--- src/rtl/intc_pkg.sv ---
// Shared types and defaults for the CPU-side interrupt entry/return sequencer.
package intc_pkg;

    localparam int unsigned ADDR_W_DEF      = 32;
    localparam int unsigned ISR_TIMEOUT_DEF = 1024;

    typedef enum logic [2:0] {
        IDLE    = 3'd0,
        REQ     = 3'd1,
        ACK     = 3'd2,
        VECTOR  = 3'd3,
        SERVICE = 3'd4,
        RETURN  = 3'd5
    } irq_state_e;

endpackage

--- src/rtl/isr_wdog_counter.sv ---
// Saturating service-cycle counter with a sticky overrun flag; ISR_TIMEOUT=0 disables it.
module isr_wdog_counter
    import intc_pkg::*;
#(
    parameter int unsigned ISR_TIMEOUT = ISR_TIMEOUT_DEF
) (
    input  logic clk_i,
    input  logic rst_i,
    input  logic clr_i,
    input  logic en_i,
    output logic flag_o
);

    generate
        if (ISR_TIMEOUT == 0) begin : g_off
            logic unused_inputs;
            assign unused_inputs = ^{clk_i, rst_i, clr_i, en_i};
            assign flag_o        = 1'b0;
        end else begin : g_on
            localparam int unsigned CW   = (ISR_TIMEOUT > 1) ? $clog2(ISR_TIMEOUT) : 1;
            localparam logic [CW-1:0] LAST = CW'(ISR_TIMEOUT - 1);

            logic [CW-1:0] cnt_q, cnt_d;
            logic          flag_q, flag_d;

            // Count holds at LAST once reached; the flag never clears except on reset.
            always_comb begin
                cnt_d  = cnt_q;
                flag_d = flag_q;
                if (clr_i) begin
                    cnt_d = '0;
                end else if (en_i) begin
                    if (cnt_q == LAST) begin
                        flag_d = 1'b1;
                    end else begin
                        cnt_d = cnt_q + 1'b1;
                    end
                end
            end

            always_ff @(posedge clk_i) begin
                if (rst_i) begin
                    cnt_q  <= '0;
                    flag_q <= 1'b0;
                end else begin
                    cnt_q  <= cnt_d;
                    flag_q <= flag_d;
                end
            end

            assign flag_o = flag_q;
        end
    endgenerate

endmodule

--- src/rtl/irq_sequencer.sv ---
// CPU interrupt entry sequencer: stall, single IACK, vector capture, PC redirect, ISR tracking, return.
module irq_sequencer
    import intc_pkg::*;
#(
    parameter int unsigned ADDR_W      = ADDR_W_DEF,
    parameter int unsigned ISR_TIMEOUT = ISR_TIMEOUT_DEF
) (
    input  logic              clk,
    input  logic              rst,
    input  logic              irq,
    input  logic [ADDR_W-1:0] isr_addr,
    input  logic              int_en,
    input  logic              instr_boundary,
    input  logic [ADDR_W-1:0] cur_pc,
    input  logic              iret,
    output logic              iack,
    output logic              stall_req,
    output logic              pc_load,
    output logic [ADDR_W-1:0] pc_load_val,
    output logic              in_isr,
    output logic [ADDR_W-1:0] epc,
    output logic              isr_timeout
);

    irq_state_e        state_q, state_d;
    logic [ADDR_W-1:0] epc_q, epc_d;
    logic [ADDR_W-1:0] vec_q, vec_d;

    always_comb begin
        state_d = state_q;
        epc_d   = epc_q;
        vec_d   = vec_q;
        unique case (state_q)
            IDLE: begin
                if (irq && int_en) state_d = REQ;
            end
            REQ: begin
                // A withdrawn request aborts; a dropped int_en does not.
                if (!irq) begin
                    state_d = IDLE;
                end else if (instr_boundary) begin
                    epc_d   = cur_pc;
                    state_d = ACK;
                end
            end
            ACK: begin
                vec_d   = isr_addr;
                state_d = VECTOR;
            end
            VECTOR:  state_d = SERVICE;
            SERVICE: begin
                if (iret) state_d = RETURN;
            end
            RETURN:  state_d = IDLE;
            default: state_d = IDLE;
        endcase
    end

    always_ff @(posedge clk) begin
        if (rst) begin
            state_q <= IDLE;
            epc_q   <= '0;
            vec_q   <= '0;
        end else begin
            state_q <= state_d;
            epc_q   <= epc_d;
            vec_q   <= vec_d;
        end
    end

    always_comb begin
        iack        = 1'b0;
        stall_req   = 1'b0;
        pc_load     = 1'b0;
        pc_load_val = '0;
        in_isr      = 1'b0;
        unique case (state_q)
            REQ:    stall_req = 1'b1;
            ACK: begin
                stall_req = 1'b1;
                iack      = 1'b1;
            end
            VECTOR: begin
                stall_req   = 1'b1;
                pc_load     = 1'b1;
                pc_load_val = vec_q;
            end
            SERVICE: in_isr = 1'b1;
            RETURN: begin
                pc_load     = 1'b1;
                pc_load_val = epc_q;
            end
            default: ;
        endcase
    end

    assign epc = epc_q;

    isr_wdog_counter #(
        .ISR_TIMEOUT(ISR_TIMEOUT)
    ) u_wdog (
        .clk_i (clk),
        .rst_i (rst),
        .clr_i (state_q == RETURN),
        .en_i  (state_q == SERVICE),
        .flag_o(isr_timeout)
    );

endmodule

--- config.mk ---
export PLATFORM = sky130hd
export DESIGN_NAME = irq_sequencer
export DESIGN_NICKNAME = d
export VERILOG_FILES = /design/src/rtl/intc_pkg.sv /design/src/rtl/isr_wdog_counter.sv /design/src/rtl/irq_sequencer.sv
export SDC_FILE = /design/constraint.sdc
export NUM_CORES = 1
export LEC_CHECK = 0
export ABC_AREA = 1
export CELL_PAD_IN_SITES_DETAIL_PLACEMENT = 1
export CELL_PAD_IN_SITES_GLOBAL_PLACEMENT = 2
export CORE_ASPECT_RATIO = 1.25
export CORE_MARGIN = 1
export CORE_UTILIZATION = 25
export DETAILED_ROUTE_END_ITERATION = 6
export GPL_ROUTABILITY_DRIVEN = 0
export PLACE_DENSITY = 0.95
export SLEW_MARGIN = 30
export SYNTH_ARGS = -nofsm -noshare
export SYNTH_HDL_FRONTEND = slang
export SYNTH_SLANG_ARGS = --single-unit
--- constraint.sdc ---
create_clock -name clk -period 2.9 [get_ports clk]
set_input_delay 0.58 -clock clk [delete_from_list [all_inputs] [get_ports clk]]
set_output_delay 0.58 -clock clk [all_outputs]
set_load 0.01 [all_outputs]
==> flow_summary_export.csv, run 1 <==
group,metric,value,unit
layout,antenna_cells,0,
logic_synthesis,ys_types,27,
clock_network,h-tree-depth,3,
clock_network,cts_buffer_depth,2,
timing,hold_violations,0,
clock_network,root_buffer,"clkbuf_16",
floorplanning,die_w,106.3,µm
clock_network,cts.sinks,78,
layout,multi_input_area,0.001358,mm²
logic_synthesis,syn-instance-count,436,
timing,relSlewSlack,43.38,%
routing,viasPerCell,4.635,
global_route,grt_pass1_wl,17.78,mm
routing,dr.pass1.iters,4,
placed_design,post_dp_cell_area,0.004868,mm²
logic_synthesis,yosys.area.top_type,"dfxtp_1",
floorplanning,dieArea,0.01408,mm²
logic_synthesis,synthFlopType,"dfxtp_1",
clock_network,cts_made_buffers,9,
critical_path,required,2.32,ns
pwr,leakage,0.001715,µW
global_route,grt_pass1_vias,3577,
clock_network,clkLatencyLatePin,0.33,ns
logic_synthesis,synth.avg_cell_area,7.800,µm²
routing,drc,0,
global_route,grt_max_degree,65,
logic_synthesis,yosys-top-cells-area,"dfxtp_1 46%, a21oi_1 10%, o21ai_1 9.0%, inv_1 8.1%, o22ai_1 5.9%",
routing,vias,3425,
logic_synthesis,synth-compound-area-share,26.45,%
flow_run,maxCapViolations,0,
logic_synthesis,synth-xor-area-share,0.7726,%
clock_network,cts_hold_buf,0,
logic_synthesis,netlist_area,0.003401,mm²
timing,finalMaxSlewViolations,0,
timing,hold_ws,0.4564,ns
global_route,gr-usage-met3,4.350,%
logic_synthesis,synth_adder_area_share,0.3679,%
clock_network,clk_pin_slew,0.06,ns
clock_network,cts_resized,0,
global_route,grt-busiest-layer,"met2",
clock_network,cts_tree,"done",
logic_synthesis,async_flop_share,0,%
floorplanning,initial_core_util,25.70,%
hold_path,hold_class,"flop to flop",
timing,finalCritPeriodShare,96.04,%
floorplanning,core_area,0.01323,mm²
hold_path,min_delay_path_depth,2,
layout,layout.nets,634,
logic_synthesis,synth_top_family_by_area,"compound AO/OA/AOI/OAI gates",
floorplanning,die_h,132.4,µm
placed_design,numPortBuffers,138,
timing,max_freq,0.3591,GHz
routing,wirelength,10.98,mm
routing,first_iter_violations,58,
timing,finalSetupViolCount,0,
layout,num-fill-cells,1597,
global_route,overflow,0,
global_route,grt_use_met2,29.58,%
pwr,irDropWorstVdd,0.3426,mV
placed_design,dp_hpwl,7.970,mm
timing,fin_crit,2.785,ns
run_status,status,"finished clean",
floorplanning,rows,47,
layout,post-route-util,38.89,%
logic_synthesis,synthMuxAreaShare,0,%
logic_synthesis,synth_fp_nets,507,
routing,drtAntennaViolNets,0,
critical_path,path_max_fanout,28,
routing,avgRoutedWirePerCell,14.86,µm
layout,design_area,0.005146,mm²
logic_synthesis,synth_top_area_share,45.92,%
global_route,globalRouteMet1Util,17.68,%
critical_path,cp.arrival,2.21,ns
logic_synthesis,yosysWarnings,0,
logic_synthesis,ys_seq_area_share,45.92,%
timing,tns,0,ns
layout,seq_area,0.001562,mm²
floorplanning,io_pins,139,
timing,fin_skew,0.005611,ns
logic_synthesis,synth-simple-area-share,12.33,%
logic_synthesis,ys_ff_latch,78,
timing,tightestPinTransition,0.8494,ns
logic_synthesis,synth_edf_count,0,
global_route,grt_use_total,15.98,%
global_route,antenna_found_initial,0,
layout,syn2layout_area_growth,51.32,%
pwr,powerDensity,467.8,mW/mm²
timing,rsz0062_at_grt,"no",
critical_path,worst-setup-path-type,"flop to output pin",
critical_path,reg2regPathDepth,5,
layout,layout-drive-gt1-share,7.394,%
clock_network,post_cts_buffers,0,
critical_path,critPathCaptureType,"output pin",
critical_path,worstSetupStartpointType,"flop",
-- cells by family after synthesis --
logic type / Yosys count
adder cells (fa/ha/maj): 1
buffers and inverters: 107
AND/OR/NAND/NOR: 76
flip-flops: 78
XOR/XNOR: 3
AO/OA/AOI/OAI: 171
-- Yosys cell counts (6+ instances only) --
| cell type | count |
|---|---|
| buf_6 | 9 |
| dfxtp_1 | 78 |
| o21ai_1 | 61 |
| nor2_1 | 19 |
| o21ai_0 | 6 |
| inv_2 | 6 |
| nand3_1 | 8 |
| a21oi_1 | 71 |
| o22ai_1 | 32 |
| inv_1 | 73 |
| buf_2 | 10 |
| nand2_1 | 30 |
| clkbuf_1 | 9 |
-- final timing paths --
kind                                 start  slack (ns)         endpoint
worst max-delay path            state_q[0]        0.11  pc_load_val[31]
worst min-delay path              vec_q[9]        0.46         vec_q[9]
worst max register to register  state_q[2]        0.83        vec_q[21]
worst min register to register    vec_q[9]        0.46         vec_q[9]
-- flip-flops by register name, summed over array words and instances (netlist names) --
| name | cells |
|---|---|
| epc | 32 |
| state_q | 3 |
| u_wdog.flag_o | 1 |
| u_wdog.g_on.cnt_q | 10 |
| vec_q | 32 |
-- per-stage QoR --
step | power, µW | std cells | setup WS (ns)
CTS | 2460 | 739 | 0.08247
floorplan | 1237 | 436 | 1.267
global placement | 1383 | 723 | 0.5247
finish | 2408 | 739 | 0.1150
global route | 2512 | 739 | 0.008386
detailed placement | 1391 | 723 | 0.4680
-- per-layer routing --
layer | wire, µm | up-vias
met1 | 4582 | 1631
met3 | 574 | 8
met2 | 5680 | 82
met5 | 0 | -
li1 | - | 1704
met4 | 143 | 0
-- critical path, cell delays in order, from the launching register on --
cell	delay [ns]
dfxtp_1	0.49
nand3_1	0.35
buf_12	0.29
o22ai_1	0.17
clkdlybuf4s50_1	0.56
-- report_power, final --
part           leakage [µW]  internal [µW]  switching, µW
registers          0.000630           1100           14.2
logic              0.000965            143            108
clock network      0.000120            579            463
-- layout make-up --
cell class                 count  area share [%]
clock buffer                   9           4.376
clock inverter                 7          0.9968
inverter                      79           5.787
multi-input combinational    251           26.38
sequential                    78           30.34
tap                          171           4.158
timing repair buffer         144           27.96
-- placed cells by master, fill, tap and decap left out, drive strengths merged --
cell           instances
clkdlybuf4s50        138
nand4                  5
clkinv                 3
o22ai                 32
o21ai                 67
xor2                   3
clkinvlp               5
ha                     1
inv                   78
dfxtp                 78
buf                    6
nor3                   2
a21oi                 72
nor2                  25
nand2                 32
nand3                 11
nand3b                 1
clkbuf                 9
Power figures use the tool's default switching activity.
==> inputs of run 2 (changes only) <==
--- a/config.mk
+++ b/config.mk
@@ -13,7 +13,8 @@
 export CORE_UTILIZATION = 25
 export DETAILED_ROUTE_END_ITERATION = 6
 export GPL_ROUTABILITY_DRIVEN = 0
-export PLACE_DENSITY = 0.95
+export GPL_TIMING_DRIVEN = 0
+export PLACE_DENSITY_LB_ADDON = 0.05
 export SLEW_MARGIN = 30
 export SYNTH_ARGS = -nofsm -noshare
 export SYNTH_HDL_FRONTEND = slang
==> run 2 against run 1 <==
Net effect: routed wire length rose by 11%; clock-buffer cell count rose by 1; clock skew rose by 0.0031 ns; sequential power barely moved; flip-flop and latch count did not move; cell area rose by 3.1%; critical path depth rose by 1; die area did not move; via count rose by 2.9%; critical endpoint is now pc_load_val[11]; largest cell class is now non-clock buffers.
==> flow_summary_export.csv, run 2 (synthesis gave the netlist of run 1 again) <==
group,metric,value,unit
run_status,status,"finished clean",
layout,seq_area,0.001562,mm²
clock_network,h-tree-depth,3,
critical_path,crit_chain,"buf_6, nand3_2, clkbuf_1, o22ai_1, clkdlybuf4s50_1",
critical_path,reg2regPathDepth,8,
placed_design,numPortBuffers,138,
routing,avgRoutedWirePerCell,16.09,µm
routing,wirelength,12.23,mm
layout,mostFrequentLayoutCell,"clkdlybuf4s50_1",
timing,finalMaxSlewViolations,0,
floorplanning,die_h,132.4,µm
clock_network,cts_buffer_depth,2,
timing,hold_violations,0,
critical_path,critPathMaxStageDelay,0.57,ns
floorplanning,initial_core_util,25.70,%
clock_network,cts.sinks,78,
pwr,leakage,0.001809,µW
timing,fin_crit,2.733,ns
floorplanning,dieArea,0.01408,mm²
layout,num-fill-cells,1645,
clock_network,cts_made_buffers,9,
pwr,fin_total_pwr,2576,µW
critical_path,critPathLaunch,"state_q[2]",
global_route,antenna_found_initial,0,
floorplanning,die_w,106.3,µm
layout,final_cell_mix,"138 x clkdlybuf4s50_1, 78 x dfxtp_1, 73 x inv_1, 71 x a21oi_1, 61 x o21ai_1",
global_route,grt_max_degree,13,
timing,max_freq,0.3659,GHz
pwr,powerDensity,485.3,mW/mm²
global_route,grt_pass1_wl,19.62,mm
global_route,grt_use_total,18.11,%
routing,first_iter_violations,55,
global_route,overflow,0,
critical_path,rr_startpoint,"u_wdog.g_on.cnt_q[1]",
timing,tns,0,ns
critical_path,required,2.32,ns
critical_path,worstSetupStartpointType,"flop",
hold_path,hold_class,"flop to flop",
routing,drc,0,
timing,finalSetupViolCount,0,
pwr,irDropWorstVdd,0.2625,mV
critical_path,cp_num_cells,5,
flow_run,maxCapViolations,0,
clock_network,post_cts_buffers,0,
placed_design,dp_hpwl,9.014,mm
layout,layout-drive-gt1-share,9.508,%
hold_path,min_delay_path_depth,2,
critical_path,cp_num_buf_inv,3,
timing,finalCritPeriodShare,94.24,%
routing,drtAntennaViolNets,0,
hold_path,hold_start,"vec_q[25]",
critical_path,critPathCaptureType,"output pin",
layout,layout.nets,656,
critical_path,critPathSlowestCell,"clkdlybuf4s50_1",
floorplanning,io_pins,139,
critical_path,path_max_fanout,10,
routing,dr.pass1.iters,6,
layout,multi_input_area,0.001363,mm²
clock_network,root_buffer,"clkbuf_16",
timing,relSlewSlack,63.11,%
routing,vias,3525,
critical_path,worst-setup-path-type,"flop to output pin",
floorplanning,rows,47,
clock_network,cts_tree,"done",
layout,design_area,0.005308,mm²
timing,rsz0062_at_grt,"no",
clock_network,clk_pin_slew,0.06,ns
critical_path,critical_path.top_delay_family,"buffers and inverters",
layout,antenna_cells,0,
global_route,grt_pass1_vias,3862,
critical_path,cp.arrival,2.15,ns
timing,fin_skew,0.008703,ns
placed_design,post_dp_cell_area,0.004996,mm²
floorplanning,core_area,0.01323,mm²
timing,hold_ws,0.4574,ns
timing,tightestPinTransition,0.5534,ns
routing,viasPerCell,4.638,
layout,syn2layout_area_growth,56.07,%
clock_network,clkLatencyLatePin,0.34,ns
==> run 2: final timing paths <==
| check | end | slack [ns] |
|---|---|---|
| worst max-delay path | pc_load_val[11] | 0.17 |
| worst min-delay path | vec_q[25] | 0.46 |
| worst max register to register | u_wdog.g_on.cnt_q[4] | 1.31 |
| worst min register to register | vec_q[25] | 0.46 |
==> run 2: through the flow <==
stage               cells  setup slack [ns]  util (%)
floorplan             436             1.267         -
global placement      745            0.4000     37.76
detailed placement    745            0.3601     37.76
CTS                   760           0.02431     40.09
global route          760          0.008639     40.11
finish                760            0.1671     40.11
==> run 2: tightest hold or removal path, cell delays in order (launching register included) <==
cell and delay, ns:
dfxtp_1 0.30, inv_1 0.06, a21oi_1 0.05
==> run 2: power breakdown <==
part	internal, µW	switching [µW]
Combinational	150	116
Sequential	1100	12.2
Clock	745	452
==> run 2: final cells by class <==
| class | instances | share of cell area, % |
|---|---|---|
| Inverter | 79 | 5.587 |
| Sequential cell | 78 | 29.42 |
| Multi-Input combinational cell | 251 | 25.67 |
| Clock inverter | 5 | 1.414 |
| Timing Repair Buffer | 138 | 26.03 |
| Clock buffer | 10 | 4.314 |
| Tap cell | 171 | 4.031 |
| Buffer | 28 | 3.536 |
==> run 2: repair_timing <==
action,CTS,global route
gates resized for setup,1,4
setup endpoints to repair,4,6
hold buffers,0,0
==> run 2: metal layers <==
layer	GRT usage (%)	vias up	wire, µm
li1	-	1745	-
met1	21.50	1693	5348
met2	32.14	74	6179
met3	3.213	13	494
met4	6.713	0	205
met5	0	-	0
==> inputs of run 3 (changes only) <==
--- a/config.mk
+++ b/config.mk
@@ -6,6 +6,7 @@
 export NUM_CORES = 1
 export LEC_CHECK = 0
 export ABC_AREA = 1
+export CAP_MARGIN = 15
 export CELL_PAD_IN_SITES_DETAIL_PLACEMENT = 1
 export CELL_PAD_IN_SITES_GLOBAL_PLACEMENT = 2
 export CORE_ASPECT_RATIO = 1.25
==> results of run 3 <==
No change in the layout: final DEF, timing and power equal those of run 2.
